`src/rtl/chroma_quad_modulator.sv`:
```
// ---------------------------------------------------------------------------
// ChromaQuadModulator (module chroma_quad_modulator)
//
// Quadrature chroma modulator for composite video. A small line-timing FSM,
// restarted by every rising edge of hsync, decides per clock whether the
// modulator carries the colour burst, pixel colour-difference data, or
// nothing. A three-stage pipeline then forms U*sin + V*cos, rescales it
// back to sample width and flags what kind of sample came out.
//
// Optional build macro:
//   CHROMA_SAT_EN  - when defined, the rescaled result saturates to the
//                    signed DATA_WIDTH range; otherwise it wraps.
//
// Ports:
//   clk          in   single clock, rising edge
//   rst_n        in   asynchronous active-low reset
//   sin_val      in   NCO sine sample   (signed DATA_WIDTH)
//   cos_val      in   NCO cosine sample (signed DATA_WIDTH)
//   u_in         in   pixel U colour-difference (signed DATA_WIDTH)
//   v_in         in   pixel V colour-difference (signed DATA_WIDTH)
//   in_valid     in   u_in/v_in valid this cycle
//   hsync        in   line-start marker, rising edge detected internally
//   active       in   active-video window flag
//   chroma_out   out  modulated chroma sample (signed DATA_WIDTH)
//   chroma_valid out  chroma_out carries pixel data
//   burst_active out  chroma_out carries colour burst
// ---------------------------------------------------------------------------
module chroma_quad_modulator #(
    parameter int DATA_WIDTH  = 12,
    parameter int BURST_START = 16,
    parameter int BURST_LEN   = 36,
    parameter int BURST_AMP   = 512
) (
    input  logic                         clk,
    input  logic                         rst_n,
    input  logic signed [DATA_WIDTH-1:0] sin_val,
    input  logic signed [DATA_WIDTH-1:0] cos_val,
    input  logic signed [DATA_WIDTH-1:0] u_in,
    input  logic signed [DATA_WIDTH-1:0] v_in,
    input  logic                         in_valid,
    input  logic                         hsync,
    input  logic                         active,
    output logic signed [DATA_WIDTH-1:0] chroma_out,
    output logic                         chroma_valid,
    output logic                         burst_active
);

    localparam int PW = 2 * DATA_WIDTH;

    localparam logic [15:0] START_LAST = 16'(BURST_START - 1);
    localparam logic [15:0] LEN_LAST   = 16'(BURST_LEN - 1);

    // Burst sits on the negative U axis.
    localparam logic signed [DATA_WIDTH-1:0] BURST_U = DATA_WIDTH'(-BURST_AMP);

`ifdef CHROMA_SAT_EN
    localparam logic signed [PW:0] SAT_MAX = (PW + 1)'(2 ** (DATA_WIDTH - 1) - 1);
    localparam logic signed [PW:0] SAT_MIN = (PW + 1)'(-(2 ** (DATA_WIDTH - 1)));
    localparam logic signed [DATA_WIDTH-1:0] OUT_MAX = DATA_WIDTH'(2 ** (DATA_WIDTH - 1) - 1);
    localparam logic signed [DATA_WIDTH-1:0] OUT_MIN = DATA_WIDTH'(-(2 ** (DATA_WIDTH - 1)));
`endif

    typedef enum logic [2:0] {
        IDLE,
        BLANK_WAIT,
        BURST,
        POST,
        ACTIVE
    } state_t;

    state_t      state_q, state_d;
    logic [15:0] cnt_q, cnt_d;
    logic        hsync_q;
    logic        hsyncRise;

    logic signed [DATA_WIDTH-1:0] u1_q, v1_q, sin1_q, cos1_q;
    logic signed [DATA_WIDTH-1:0] u1_d, v1_d;
    logic                         valid1_q, burst1_q, valid1_d, burst1_d;

    logic signed [PW-1:0] prodU2_q, prodV2_q, prodU2_d, prodV2_d;
    logic signed [PW-1:0] uExt, vExt, sinExt, cosExt;
    logic                 valid2_q, burst2_q;

    logic signed [PW:0]           sumA, sumB, sumW, shifted;
    logic signed [DATA_WIDTH-1:0] chroma3_q, chroma3_d;
    logic                         valid3_q, burst3_q;

    assign hsyncRise = hsync && !hsync_q;

    // Line-timing state, cycle counter and the hsync history bit used for
    // edge detection.
    always_ff @(posedge clk or negedge rst_n) begin
        if (!rst_n) begin
            state_q <= IDLE;
            cnt_q   <= '0;
            hsync_q <= 1'b0;
        end else begin
            state_q <= state_d;
            cnt_q   <= cnt_d;
            hsync_q <= hsync;
        end
    end

    // Next-state logic. A fresh hsync edge restarts the line from any state
    // and overrides every other transition. The counter is reused in
    // BLANK_WAIT and BURST and cleared on each of those entries.
    always_comb begin
        state_d = state_q;
        cnt_d   = cnt_q;
        if (hsyncRise) begin
            state_d = BLANK_WAIT;
            cnt_d   = '0;
        end else begin
            case (state_q)
                IDLE: ;
                BLANK_WAIT: begin
                    if (cnt_q == START_LAST) begin
                        state_d = BURST;
                        cnt_d   = '0;
                    end else begin
                        cnt_d = cnt_q + 16'd1;
                    end
                end
                BURST: begin
                    if (cnt_q == LEN_LAST) begin
                        state_d = POST;
                        cnt_d   = '0;
                    end else begin
                        cnt_d = cnt_q + 16'd1;
                    end
                end
                POST: begin
                    if (active) state_d = ACTIVE;
                end
                ACTIVE: begin
                    if (!active) state_d = IDLE;
                end
                default: state_d = IDLE;
            endcase
        end
    end

    // Stage-1 operand selection from the current line state: burst vector,
    // live pixel data, or zero.
    always_comb begin
        u1_d     = '0;
        v1_d     = '0;
        valid1_d = 1'b0;
        burst1_d = 1'b0;
        if (state_q == BURST) begin
            u1_d     = BURST_U;
            burst1_d = 1'b1;
        end else if (state_q == ACTIVE && in_valid) begin
            u1_d     = u_in;
            v1_d     = v_in;
            valid1_d = 1'b1;
        end
    end

    // Stage 1: operands and carrier samples captured together so they stay
    // phase-aligned through the pipeline.
    always_ff @(posedge clk or negedge rst_n) begin
        if (!rst_n) begin
            u1_q     <= '0;
            v1_q     <= '0;
            sin1_q   <= '0;
            cos1_q   <= '0;
            valid1_q <= 1'b0;
            burst1_q <= 1'b0;
        end else begin
            u1_q     <= u1_d;
            v1_q     <= v1_d;
            sin1_q   <= sin_val;
            cos1_q   <= cos_val;
            valid1_q <= valid1_d;
            burst1_q <= burst1_d;
        end
    end

    // Full-precision signed products; operands are sign-extended first so
    // the multiply is done at product width.
    always_comb begin
        uExt     = {{DATA_WIDTH{u1_q[DATA_WIDTH-1]}}, u1_q};
        vExt     = {{DATA_WIDTH{v1_q[DATA_WIDTH-1]}}, v1_q};
        sinExt   = {{DATA_WIDTH{sin1_q[DATA_WIDTH-1]}}, sin1_q};
        cosExt   = {{DATA_WIDTH{cos1_q[DATA_WIDTH-1]}}, cos1_q};
        prodU2_d = uExt * sinExt;
        prodV2_d = vExt * cosExt;
    end

    // Stage 2: product registers and their sample-type flags.
    always_ff @(posedge clk or negedge rst_n) begin
        if (!rst_n) begin
            prodU2_q <= '0;
            prodV2_q <= '0;
            valid2_q <= 1'b0;
            burst2_q <= 1'b0;
        end else begin
            prodU2_q <= prodU2_d;
            prodV2_q <= prodV2_d;
            valid2_q <= valid1_q;
            burst2_q <= burst1_q;
        end
    end

    // The sum gets one guard bit so two full-scale products cannot overflow.
    // The arithmetic shift floors toward minus infinity, then the result is
    // either clamped or wrapped back to sample width.
    always_comb begin
        sumA    = {prodU2_q[PW-1], prodU2_q};
        sumB    = {prodV2_q[PW-1], prodV2_q};
        sumW    = sumA + sumB;
        shifted = sumW >>> (DATA_WIDTH - 1);
`ifdef CHROMA_SAT_EN
        if (shifted > SAT_MAX) begin
            chroma3_d = OUT_MAX;
        end else if (shifted < SAT_MIN) begin
            chroma3_d = OUT_MIN;
        end else begin
            chroma3_d = shifted[DATA_WIDTH-1:0];
        end
`else
        chroma3_d = DATA_WIDTH'(shifted);
`endif
    end

    // Stage 3: output register. Idle samples naturally come out as zero with
    // both flags low because their operands were zero.
    always_ff @(posedge clk or negedge rst_n) begin
        if (!rst_n) begin
            chroma3_q <= '0;
            valid3_q  <= 1'b0;
            burst3_q  <= 1'b0;
        end else begin
            chroma3_q <= chroma3_d;
            valid3_q  <= valid2_q;
            burst3_q  <= burst2_q;
        end
    end

    assign chroma_out   = chroma3_q;
    assign chroma_valid = valid3_q;
    assign burst_active = burst3_q;

endmodule

```
`config.mk`:
```
export PLATFORM = sky130hd
export DESIGN_NAME = chroma_quad_modulator
export DESIGN_NICKNAME = d
export VERILOG_FILES = /design/src/rtl/chroma_quad_modulator.sv
export SDC_FILE = /design/constraint.sdc
export NUM_CORES = 1
export LEC_CHECK = 0
export CAP_MARGIN = 20
export CELL_PAD_IN_SITES_DETAIL_PLACEMENT = 1
export CELL_PAD_IN_SITES_GLOBAL_PLACEMENT = 1
export CORE_MARGIN = 1.5
export CORE_UTILIZATION = 37
export CTS_BUF_LIST = sky130_fd_sc_hd__clkbuf_16
export DETAILED_ROUTE_END_ITERATION = 12
export HOLD_SLACK_MARGIN = 0.02
export PLACE_DENSITY = 0.68
export SYNTH_ARGS = -nofsm -noshare
export SYNTH_HDL_FRONTEND = slang
export SYNTH_SLANG_ARGS = --single-unit
```
`constraint.sdc`:
```
create_clock -name clk -period 6.7 [get_ports clk]
set_clock_uncertainty 0.1 [all_clocks]
set_input_delay 0.67 -clock clk [delete_from_list [all_inputs] [get_ports clk]]
set_output_delay 0.67 -clock clk [all_outputs]
set_load 0.005 [all_outputs]
```
==> insert_results.sql, run 1 <==
INSERT INTO impl_metrics (metric_group, metric, value, unit) VALUES
('cells_and_area', 'layout_cells_sized_above_1', '2.95', '%'),
('cells_and_area', 'area.growth.synth_to_final', '11.1', '%'),
('clocking', 'clock_tree.htree_level_count', '4', ''),
('synth', 'synthesis.area', '15400', 'µm²'),
('detailed_routing', 'remaining_drc_errors', '0', ''),
('power_and_ir_drop', 'seq_power_share', '42.0', '%'),
('sta', 'min_period', '5.72', 'ns'),
('clocking', 'post_cts.resized_instances', '0', ''),
('detailed_routing', 'drtPass1Iterations', '4', ''),
('worst_setup_path', 'crit_path_start_kind', 'flop', ''),
('floorplan', 'fp.dieH', '207', 'µm'),
('cells_and_area', 'num-nets-final', '2053', ''),
('power_and_ir_drop', 'power_per_cell_area', '126', 'nW/µm²'),
('sta', 'setup_viol_count_final', '0', ''),
('detailed_routing', 'final_wl', '34900', 'µm'),
('detailed_routing', 'drt_first_iter_violations', '329', ''),
('sta', 'finalHoldViolCount', '0', ''),
('sta', 'tns', '0', 'ns'),
('synth', 'yosys.cell_types.count', '61', ''),
('place', 'dp.final_hpwl', '28200', 'µm'),
('worst_setup_path', 'cp.arrival', '5.98', 'ns'),
('synth', 'synth_enable_flop_cells', '0', ''),
('clocking', 'clk_pin_slew', '0.07', 'ns'),
('detailed_routing', 'detailroute.via_count', '10500', ''),
('floorplan', 'starting_density_of_the_core', '37.6', '%'),
('worst_setup_path', 'worst_r2r_startpoint', 'u1_q[11]', ''),
('clocking', 'clock_tree_from_tritoncts', 'yes', ''),
('sta', 'rsz0062_at_grt', 'false', ''),
('power_and_ir_drop', 'power.share.switching', '30.9', '%'),
('worst_setup_path', 'reg2reg_depth', '18', ''),
('worst_setup_path', 'end_kind', 'flop', ''),
('power_and_ir_drop', 'vdd_ir_drop_max', '237', 'µV'),
('synth', 'synthesis.area_per_instance', '9.76', 'µm²'),
('clocking', 'post-cts-setup-buffer-count', '0', ''),
('floorplan', 'io_pins', '67', ''),
('floorplan', 'std_cell_rows', '74', ''),
('job', 'max-cap-violations', '0', ''),
('detailed_routing', 'detail-route-antenna-nets', '0', ''),
('global_route', 'global_route_wire_length_before_repair', '60000', 'µm'),
('synth', 'syn-num-nets', '2018', ''),
('global_route', 'initial_antenna_violation_count', '0', ''),
('global_route', 'global_route.overflow_total', '0', ''),
('sta', 'max_slew.worst_pin.slew', '0.797', 'ns'),
('floorplan', 'dieArea', '42800', 'µm²'),
('detailed_routing', 'drt-vias-per-instance', '4.86', ''),
('worst_setup_path', 'worst-endpoint-required', '6.96', 'ns'),
('worst_setup_path', 'worst_r2r_endpoint', 'prodU2_q[21]', ''),
('place', 'buffer_ports.inserted', '66', ''),
('clocking', 'cts_hold_repair.buffers', '0', ''),
('global_route', 'grt_usage', '18.2', '%'),
('cells_and_area', 'n_antenna_cell', '0', ''),
('power_and_ir_drop', 'leakagePower', '8.57', 'nW'),
('power_and_ir_drop', 'p_sw', '0.667', 'mW'),
('status', 'outcome', 'finished, final reports clean', ''),
('synth', 'yosysSeqAreaShare', '21.5', '%'),
('sta', 'maxSlewHeadroom', '46.9', '%'),
('power_and_ir_drop', 'cell_internal_pwr', '1.49', 'mW'),
('worst_setup_path', 'setup.reg_to_reg.worst_slack', '0.98', 'ns'),
('power_and_ir_drop', 'p_clk_share', '43.3', '%'),
('global_route', 'grt_max_degree', '73', ''),
('clocking', 'clock_tree.buffer_depth', '2', ''),
('clocking', 'cts_sinks', '132', ''),
('sta', 'report.final.slew_viol_count', '0', ''),
('synth', 'postSynthCellCount', '1577', ''),
('power_and_ir_drop', 'totalPowerFinal', '2.16', 'mW'),
('synth', 'synth-warning-count', '0', ''),
('clocking', 'cts_inserted_buffers', '17', ''),
('sta', 'max_clock_freq', '175', 'MHz'),
('global_route', 'vias_in_the_first_global_route', '12100', ''),
('power_and_ir_drop', 'combinationalPowerShare', '14.7', '%'),
('synth', 'synth_seq_cells', '132', ''),
('floorplan', 'core_region_area', '40900', 'µm²'),
('worst_setup_path', 'criticalPathCategory', 'reg2reg', ''),
('sta', 'layout_worst_path_cycle_share', '85.3', '%'),
('floorplan', 'die_x', '207', 'µm'),
('min_path', 'worstHoldPathType', 'in2async', ''),
('synth', 'ys_async_sr_fraction', '100', '%'),
('clocking', 'later_pin_clock_latency_in_the_skew_report', '0.47', 'ns'),
('worst_setup_path', 'critical_path.max_fanout', '13', ''),
('synth', 'ys.flop_type', 'sky130_fd_sc_hd__dfrtp_1', ''),
('cells_and_area', 'fill_cells', '4658', ''),
('detailed_routing', 'avgRoutedWirePerCell', '16.2', 'µm'),
('clocking', 'clock_tree.root_cell', 'sky130_fd_sc_hd__clkbuf_16', ''),
('place', 'place.gp.congestion', '0.812', '');
-- metal layers --
layer / wire, µm / track usage, % / vias up
li1: - / - / 4830
met4: 721 / 6.04 / 0
met1: 15300 / 23.0 / 5514
met5: 0 / 0 / -
met2: 18100 / 31.7 / 98
met3: 819 / 3.16 / 38
-- critical path, stage by stage (launching register included) --
cell and delay (ns):
sky130_fd_sc_hd__dfrtp_1 0.66, sky130_fd_sc_hd__nand2_1 0.24, sky130_fd_sc_hd__fa_1 0.58, sky130_fd_sc_hd__inv_1 0.06
sky130_fd_sc_hd__ha_1 0.50, sky130_fd_sc_hd__inv_1 0.20, sky130_fd_sc_hd__fa_1 0.51, sky130_fd_sc_hd__inv_1 0.06
sky130_fd_sc_hd__fa_1 0.53, sky130_fd_sc_hd__inv_1 0.05, sky130_fd_sc_hd__fa_1 0.47, sky130_fd_sc_hd__inv_1 0.05
sky130_fd_sc_hd__ha_1 0.37, sky130_fd_sc_hd__a21o_1 0.19, sky130_fd_sc_hd__a21oi_1 0.13, sky130_fd_sc_hd__o211ai_1 0.10
sky130_fd_sc_hd__a41oi_1 0.40, sky130_fd_sc_hd__nor3_1 0.11, sky130_fd_sc_hd__a311o_1 0.29
-- synthesized netlist by cell type (all sizes together), types with 10 or more instances --
master  number  area share [%]
xor2        12            0.68
inv        344             8.4
and2       116             4.7
dfrtp      132              21
nand3       17            0.55
xnor2       50             2.8
o21ai       43             1.5
nand2b      17            0.69
ha         120             9.8
nand2      198             4.8
nor2        53             1.3
clkbuf      52             1.3
fa         268              35
a21o        14            0.69
a21oi       34             1.2
nor2b       10            0.46
-- power groups by stage --
| stage | logic, mW | clock network (mW) | registers (mW) |
|---|---|---|---|
| 3_3_place_gp | 0.314 | 0 | 0.919 |
| 6_report | 0.318 | 0.933 | 0.905 |
| 5_1_grt | 0.360 | 1.00 | 0.913 |
| 4_1_cts | 0.324 | 0.970 | 0.905 |
| 3_5_place_dp | 0.322 | 0 | 0.920 |
| 2_1_floorplan | 0.193 | 0 | 0.888 |
-- cell families (layout without fill, tap and decap cells) --
group           after synthesis  count (layout)  synth area share (%)
simple gates                445             445                  14.0
mux                           1               1                0.0650
fa+ha+maj                   388             388                  44.6
xor+xnor                     62              62                  3.53
compound gates              149             149                  6.54
buf+inv                     400             448                  9.84
flops                       132             132                  21.5
-- worst max-delay path by stage --
stage,startpoint,cells past startpoint,slack (ns),endpoint
3_3_place_gp,u1_q[11],18,1.18,prodU2_q[21]
6_report,u1_q[11],18,0.98,prodU2_q[21]
2_1_floorplan,v1_q[11],19,1.48,prodV2_q[21]
3_5_place_dp,u1_q[11],18,0.97,prodU2_q[21]
5_1_grt,u1_q[11],18,0.56,prodU2_q[21]
4_1_cts,u1_q[11],18,0.96,prodU2_q[21]
-- stage by stage --
| stage | worst slack (ns) | cell area, µm² | instances | hold slack (ns) | utilization, % |
|---|---|---|---|---|---|
| after CTS | 0.964 | 17100 | 2156 | 0.138 | 41.8 |
| after detailed placement | 0.970 | 16500 | 2124 | 0.246 | 40.4 |
| after global routing | 0.556 | 17100 | 2157 | 0.171 | 41.8 |
| after floorplan | 1.48 | 15400 | 1577 | 0.231 | - |
| final | 0.983 | 17100 | 2157 | 0.127 | 41.8 |
| after global placement | 1.18 | 16500 | 2124 | 0.235 | 40.4 |
-- cell type report --
cell class                 instances  area (µm²)  share of cell area [%]
multi-input combinational       1045       10600                    61.8
sequential                       132        3300                    19.3
inverter                         346        1300                    7.59
timing repair buffer              70         692                    4.05
tap                              532         666                    3.89
clock buffer                      17         425                    2.49
clock inverter                    15         141                   0.827
-- flip-flops by register name, indices dropped and copies added, names as in the netlist, 3 cells and up --
| register | cells |
|---|---|
| prodU2_q | 23 |
| prodV2_q | 23 |
| cnt_q | 16 |
| chroma_out | 12 |
| cos1_q | 12 |
| sin1_q | 12 |
| u1_q | 12 |
| v1_q | 12 |
| state_q | 3 |
-- layout by cell type (no fill, tap or decap), types with 4 or more instances in the layout --
master and count:
sky130_fd_sc_hd__inv_1 344, sky130_fd_sc_hd__fa_1 268, sky130_fd_sc_hd__nand2_1 198, sky130_fd_sc_hd__dfrtp_1 132, sky130_fd_sc_hd__ha_1 120, sky130_fd_sc_hd__and2_1 116, sky130_fd_sc_hd__clkdlybuf4s50_1 65, sky130_fd_sc_hd__nor2_1 53
sky130_fd_sc_hd__xnor2_1 50, sky130_fd_sc_hd__a21oi_1 32, sky130_fd_sc_hd__o21ai_0 27, sky130_fd_sc_hd__nand3_1 17, sky130_fd_sc_hd__nand2b_1 17, sky130_fd_sc_hd__clkbuf_16 17, sky130_fd_sc_hd__o21ai_1 15, sky130_fd_sc_hd__a21o_1 13
sky130_fd_sc_hd__xor2_1 12, sky130_fd_sc_hd__o21a_1 9, sky130_fd_sc_hd__nor3_1 9, sky130_fd_sc_hd__nor2b_1 9, sky130_fd_sc_hd__and3_1 7, sky130_fd_sc_hd__o211ai_1 6, sky130_fd_sc_hd__o21bai_1 5, sky130_fd_sc_hd__nor4_1 5
sky130_fd_sc_hd__a211oi_1 4, sky130_fd_sc_hd__a31oi_1 4, sky130_fd_sc_hd__a41oi_1 4, sky130_fd_sc_hd__inv_6 4, sky130_fd_sc_hd__inv_8 4, sky130_fd_sc_hd__buf_4 4
(Power assumes the default switching activity.)
==> run 2, diff against run 1 <==
--- a/config.mk
+++ b/config.mk
@@ -9,11 +9,13 @@
 export CELL_PAD_IN_SITES_DETAIL_PLACEMENT = 1
 export CELL_PAD_IN_SITES_GLOBAL_PLACEMENT = 1
 export CORE_MARGIN = 1.5
-export CORE_UTILIZATION = 37
+export CORE_UTILIZATION = 50
 export CTS_BUF_LIST = sky130_fd_sc_hd__clkbuf_16
+export CTS_CLUSTER_DIAMETER = 80
 export DETAILED_ROUTE_END_ITERATION = 12
 export HOLD_SLACK_MARGIN = 0.02
-export PLACE_DENSITY = 0.68
+export MAX_ROUTING_LAYER = met4
+export PLACE_DENSITY = 0.87
 export SYNTH_ARGS = -nofsm -noshare
 export SYNTH_HDL_FRONTEND = slang
 export SYNTH_SLANG_ARGS = --single-unit
==> insert_results.sql, run 2 (synthesis results as in run 1) <==
INSERT INTO impl_metrics (metric_group, metric, value, unit) VALUES
('status', 'outcome', 'finished, final reports clean', ''),
('global_route', 'grt_usage', '28.8', '%'),
('cells_and_area', 'mostFrequentLayoutCells', '344 x sky130_fd_sc_hd__inv_1, 268 x sky130_fd_sc_hd__fa_1, 198 x sky130_fd_sc_hd__nand2_1', ''),
('clocking', 'cts_inserted_buffers', '17', ''),
('clocking', 'clock_tree.htree_level_count', '4', ''),
('sta', 'report.final.slew_viol_count', '0', ''),
('detailed_routing', 'remaining_drc_errors', '0', ''),
('power_and_ir_drop', 'vdd_ir_drop_max', '232', 'µV'),
('sta', 'rsz0062_at_grt', 'false', ''),
('place', 'dp.final_hpwl', '29700', 'µm'),
('clocking', 'post_cts.resized_instances', '0', ''),
('power_and_ir_drop', 'leakagePower', '8.59', 'nW'),
('global_route', 'global_route_wire_length_before_repair', '67200', 'µm'),
('place', 'place.gp.congestion', '0.874', ''),
('sta', 'setup_viol_count_final', '0', ''),
('worst_setup_path', 'worst_r2r_startpoint', 'sin1_q[0]', ''),
('sta', 'max_clock_freq', '170', 'MHz'),
('job', 'max-cap-violations', '0', ''),
('worst_setup_path', 'reg2reg_depth', '19', ''),
('global_route', 'vias_in_the_first_global_route', '13200', ''),
('floorplan', 'dieArea', '31800', 'µm²'),
('detailed_routing', 'final_wl', '40400', 'µm'),
('sta', 'layout_worst_path_cycle_share', '88.0', '%'),
('floorplan', 'io_pins', '67', ''),
('sta', 'min_period', '5.90', 'ns'),
('worst_setup_path', 'cp.arrival', '6.13', 'ns'),
('clocking', 'later_pin_clock_latency_in_the_skew_report', '0.45', 'ns'),
('detailed_routing', 'drtPass1Iterations', '7', ''),
('clocking', 'clock_tree.buffer_depth', '2', ''),
('floorplan', 'core_region_area', '30400', 'µm²'),
('floorplan', 'fp.dieH', '178', 'µm'),
('clocking', 'cts_sinks', '132', ''),
('global_route', 'grt_max_degree', '81', ''),
('clocking', 'post-cts-setup-buffer-count', '0', ''),
('worst_setup_path', 'critical_path.max_fanout', '12', ''),
('power_and_ir_drop', 'power_per_cell_area', '134', 'nW/µm²'),
('cells_and_area', 'post_layout_nonfiller_instances', '2019', ''),
('clocking', 'clock_tree_from_tritoncts', 'yes', ''),
('cells_and_area', 'layout_cells_sized_above_1', '2.90', '%'),
('detailed_routing', 'avgRoutedWirePerCell', '20.0', 'µm'),
('clocking', 'cts_hold_repair.buffers', '0', ''),
('global_route', 'global_route.overflow_total', '0', ''),
('worst_setup_path', 'criticalPathCategory', 'reg2reg', ''),
('sta', 'finalHoldViolCount', '0', ''),
('worst_setup_path', 'worst_r2r_endpoint', 'prodU2_q[22]', ''),
('sta', 'tns', '0', 'ns'),
('place', 'buffer_ports.inserted', '66', ''),
('place', 'placedCellCount', '1986', ''),
('floorplan', 'starting_density_of_the_core', '50.6', '%'),
('global_route', 'initial_antenna_violation_count', '0', ''),
('detailed_routing', 'detail-route-antenna-nets', '0', ''),
('detailed_routing', 'detailroute.via_count', '11000', ''),
('min_path', 'worstHoldPathType', 'in2async', ''),
('worst_setup_path', 'worst-endpoint-required', '6.93', 'ns'),
('worst_setup_path', 'end_kind', 'flop', ''),
('cells_and_area', 'fill_cells', '3385', ''),
('worst_setup_path', 'setup.reg_to_reg.worst_slack', '0.80', 'ns'),
('cells_and_area', 'layout.cells.most_common', 'sky130_fd_sc_hd__inv_1', ''),
('sta', 'maxSlewHeadroom', '29.7', '%'),
('clocking', 'clock_tree.root_cell', 'sky130_fd_sc_hd__clkbuf_16', ''),
('detailed_routing', 'drt-vias-per-instance', '5.45', ''),
('worst_setup_path', 'crit_path_start_kind', 'flop', ''),
('floorplan', 'die_x', '178', 'µm'),
('cells_and_area', 'n_antenna_cell', '0', ''),
('cells_and_area', 'area.growth.synth_to_final', '10.2', '%'),
('cells_and_area', 'num-nets-final', '2051', ''),
('detailed_routing', 'drt_first_iter_violations', '487', ''),
('clocking', 'clk_pin_slew', '0.07', 'ns'),
('cells_and_area', 'regs_by_ff_count', 'prodU2_q (23), prodV2_q (23), cnt_q (16)', ''),
('sta', 'max_slew.worst_pin.slew', '1.06', 'ns'),
('floorplan', 'std_cell_rows', '64', '');
[run 2: changes by cell type in the layout (fill, tap and decap cells not counted)]
cell | previous run | this run
sky130_fd_sc_hd__bufinv_16 | 0 | 2
sky130_fd_sc_hd__buf_4 | 4 | 2
sky130_fd_sc_hd__clkinv_1 | 3 | 2
sky130_fd_sc_hd__inv_6 | 4 | 3
[run 2: worst max path at each step]
stage	from	slack [ns]	endpoint	depth (start not counted)
5_1_grt	sin1_q[0]	0.56	prodU2_q[22]	19
3_3_place_gp	sin1_q[0]	1.25	prodU2_q[21]	18
2_1_floorplan	v1_q[11]	1.48	prodV2_q[21]	19
4_1_cts	sin1_q[0]	0.86	prodU2_q[22]	19
6_report	sin1_q[0]	0.80	prodU2_q[22]	19
3_5_place_dp	sin1_q[0]	1.07	prodU2_q[21]	18
[run 2: metrics by stage]
stage	power, mW	utilization [%]	instance area [µm²]	hold WS [ns]	worst slack, ns
4_1_cts	2.27	55.7	17000	0.214	0.856
3_3_place_gp	1.22	53.7	16300	0.237	1.25
3_5_place_dp	1.24	53.7	16300	0.236	1.07
6_report	2.27	55.7	17000	0.186	0.805
5_1_grt	2.35	55.7	17000	0.246	0.557
2_1_floorplan	1.08	-	15400	0.231	1.48
[run 2: final cells by class]
| type | instances | area (µm²) | share of cell area [%] |
|---|---|---|---|
| clock buffer | 17 | 425 | 2.51 |
| clock inverter | 15 | 189 | 1.11 |
| inverter | 346 | 1300 | 7.66 |
| multi-input combinational | 1045 | 10600 | 62.3 |
| sequential | 132 | 3300 | 19.5 |
| tap | 396 | 495 | 2.92 |
| timing repair buffer | 68 | 677 | 3.99 |
[run 2: power breakdown]
part	internal, mW	total (mW)	switching (mW)
clock	0.566	1.02	0.457
sequential	0.846	0.911	0.0647
combinational	0.156	0.331	0.176
total	1.57	2.27	0.697
[run 2: metal layers]
layer	vias up	track usage (%)	wire [µm]
met5	-	-	0
li1	4815	-	-
met2	284	51.0	21800
met3	114	3.79	1500
met1	5790	32.7	15400
met4	0	12.2	1600
[run 2: critical path: stages, from the launching register on]
cell                       delay (ns)
sky130_fd_sc_hd__dfrtp_1         0.63
sky130_fd_sc_hd__nand2_1         0.22
sky130_fd_sc_hd__inv_1           0.14
sky130_fd_sc_hd__fa_1            0.47
sky130_fd_sc_hd__inv_1           0.11
sky130_fd_sc_hd__fa_1            0.46
sky130_fd_sc_hd__fa_1            0.53
sky130_fd_sc_hd__inv_1           0.07
sky130_fd_sc_hd__fa_1            0.55
sky130_fd_sc_hd__inv_1           0.05
sky130_fd_sc_hd__fa_1            0.48
sky130_fd_sc_hd__inv_1           0.05
sky130_fd_sc_hd__ha_1            0.24
sky130_fd_sc_hd__nor4_1          0.24
sky130_fd_sc_hd__o21ai_0         0.23
sky130_fd_sc_hd__a41oi_1         0.52
sky130_fd_sc_hd__o211ai_1        0.22
sky130_fd_sc_hd__nor2_1          0.22
sky130_fd_sc_hd__a21oi_1         0.11
sky130_fd_sc_hd__xnor2_1         0.13
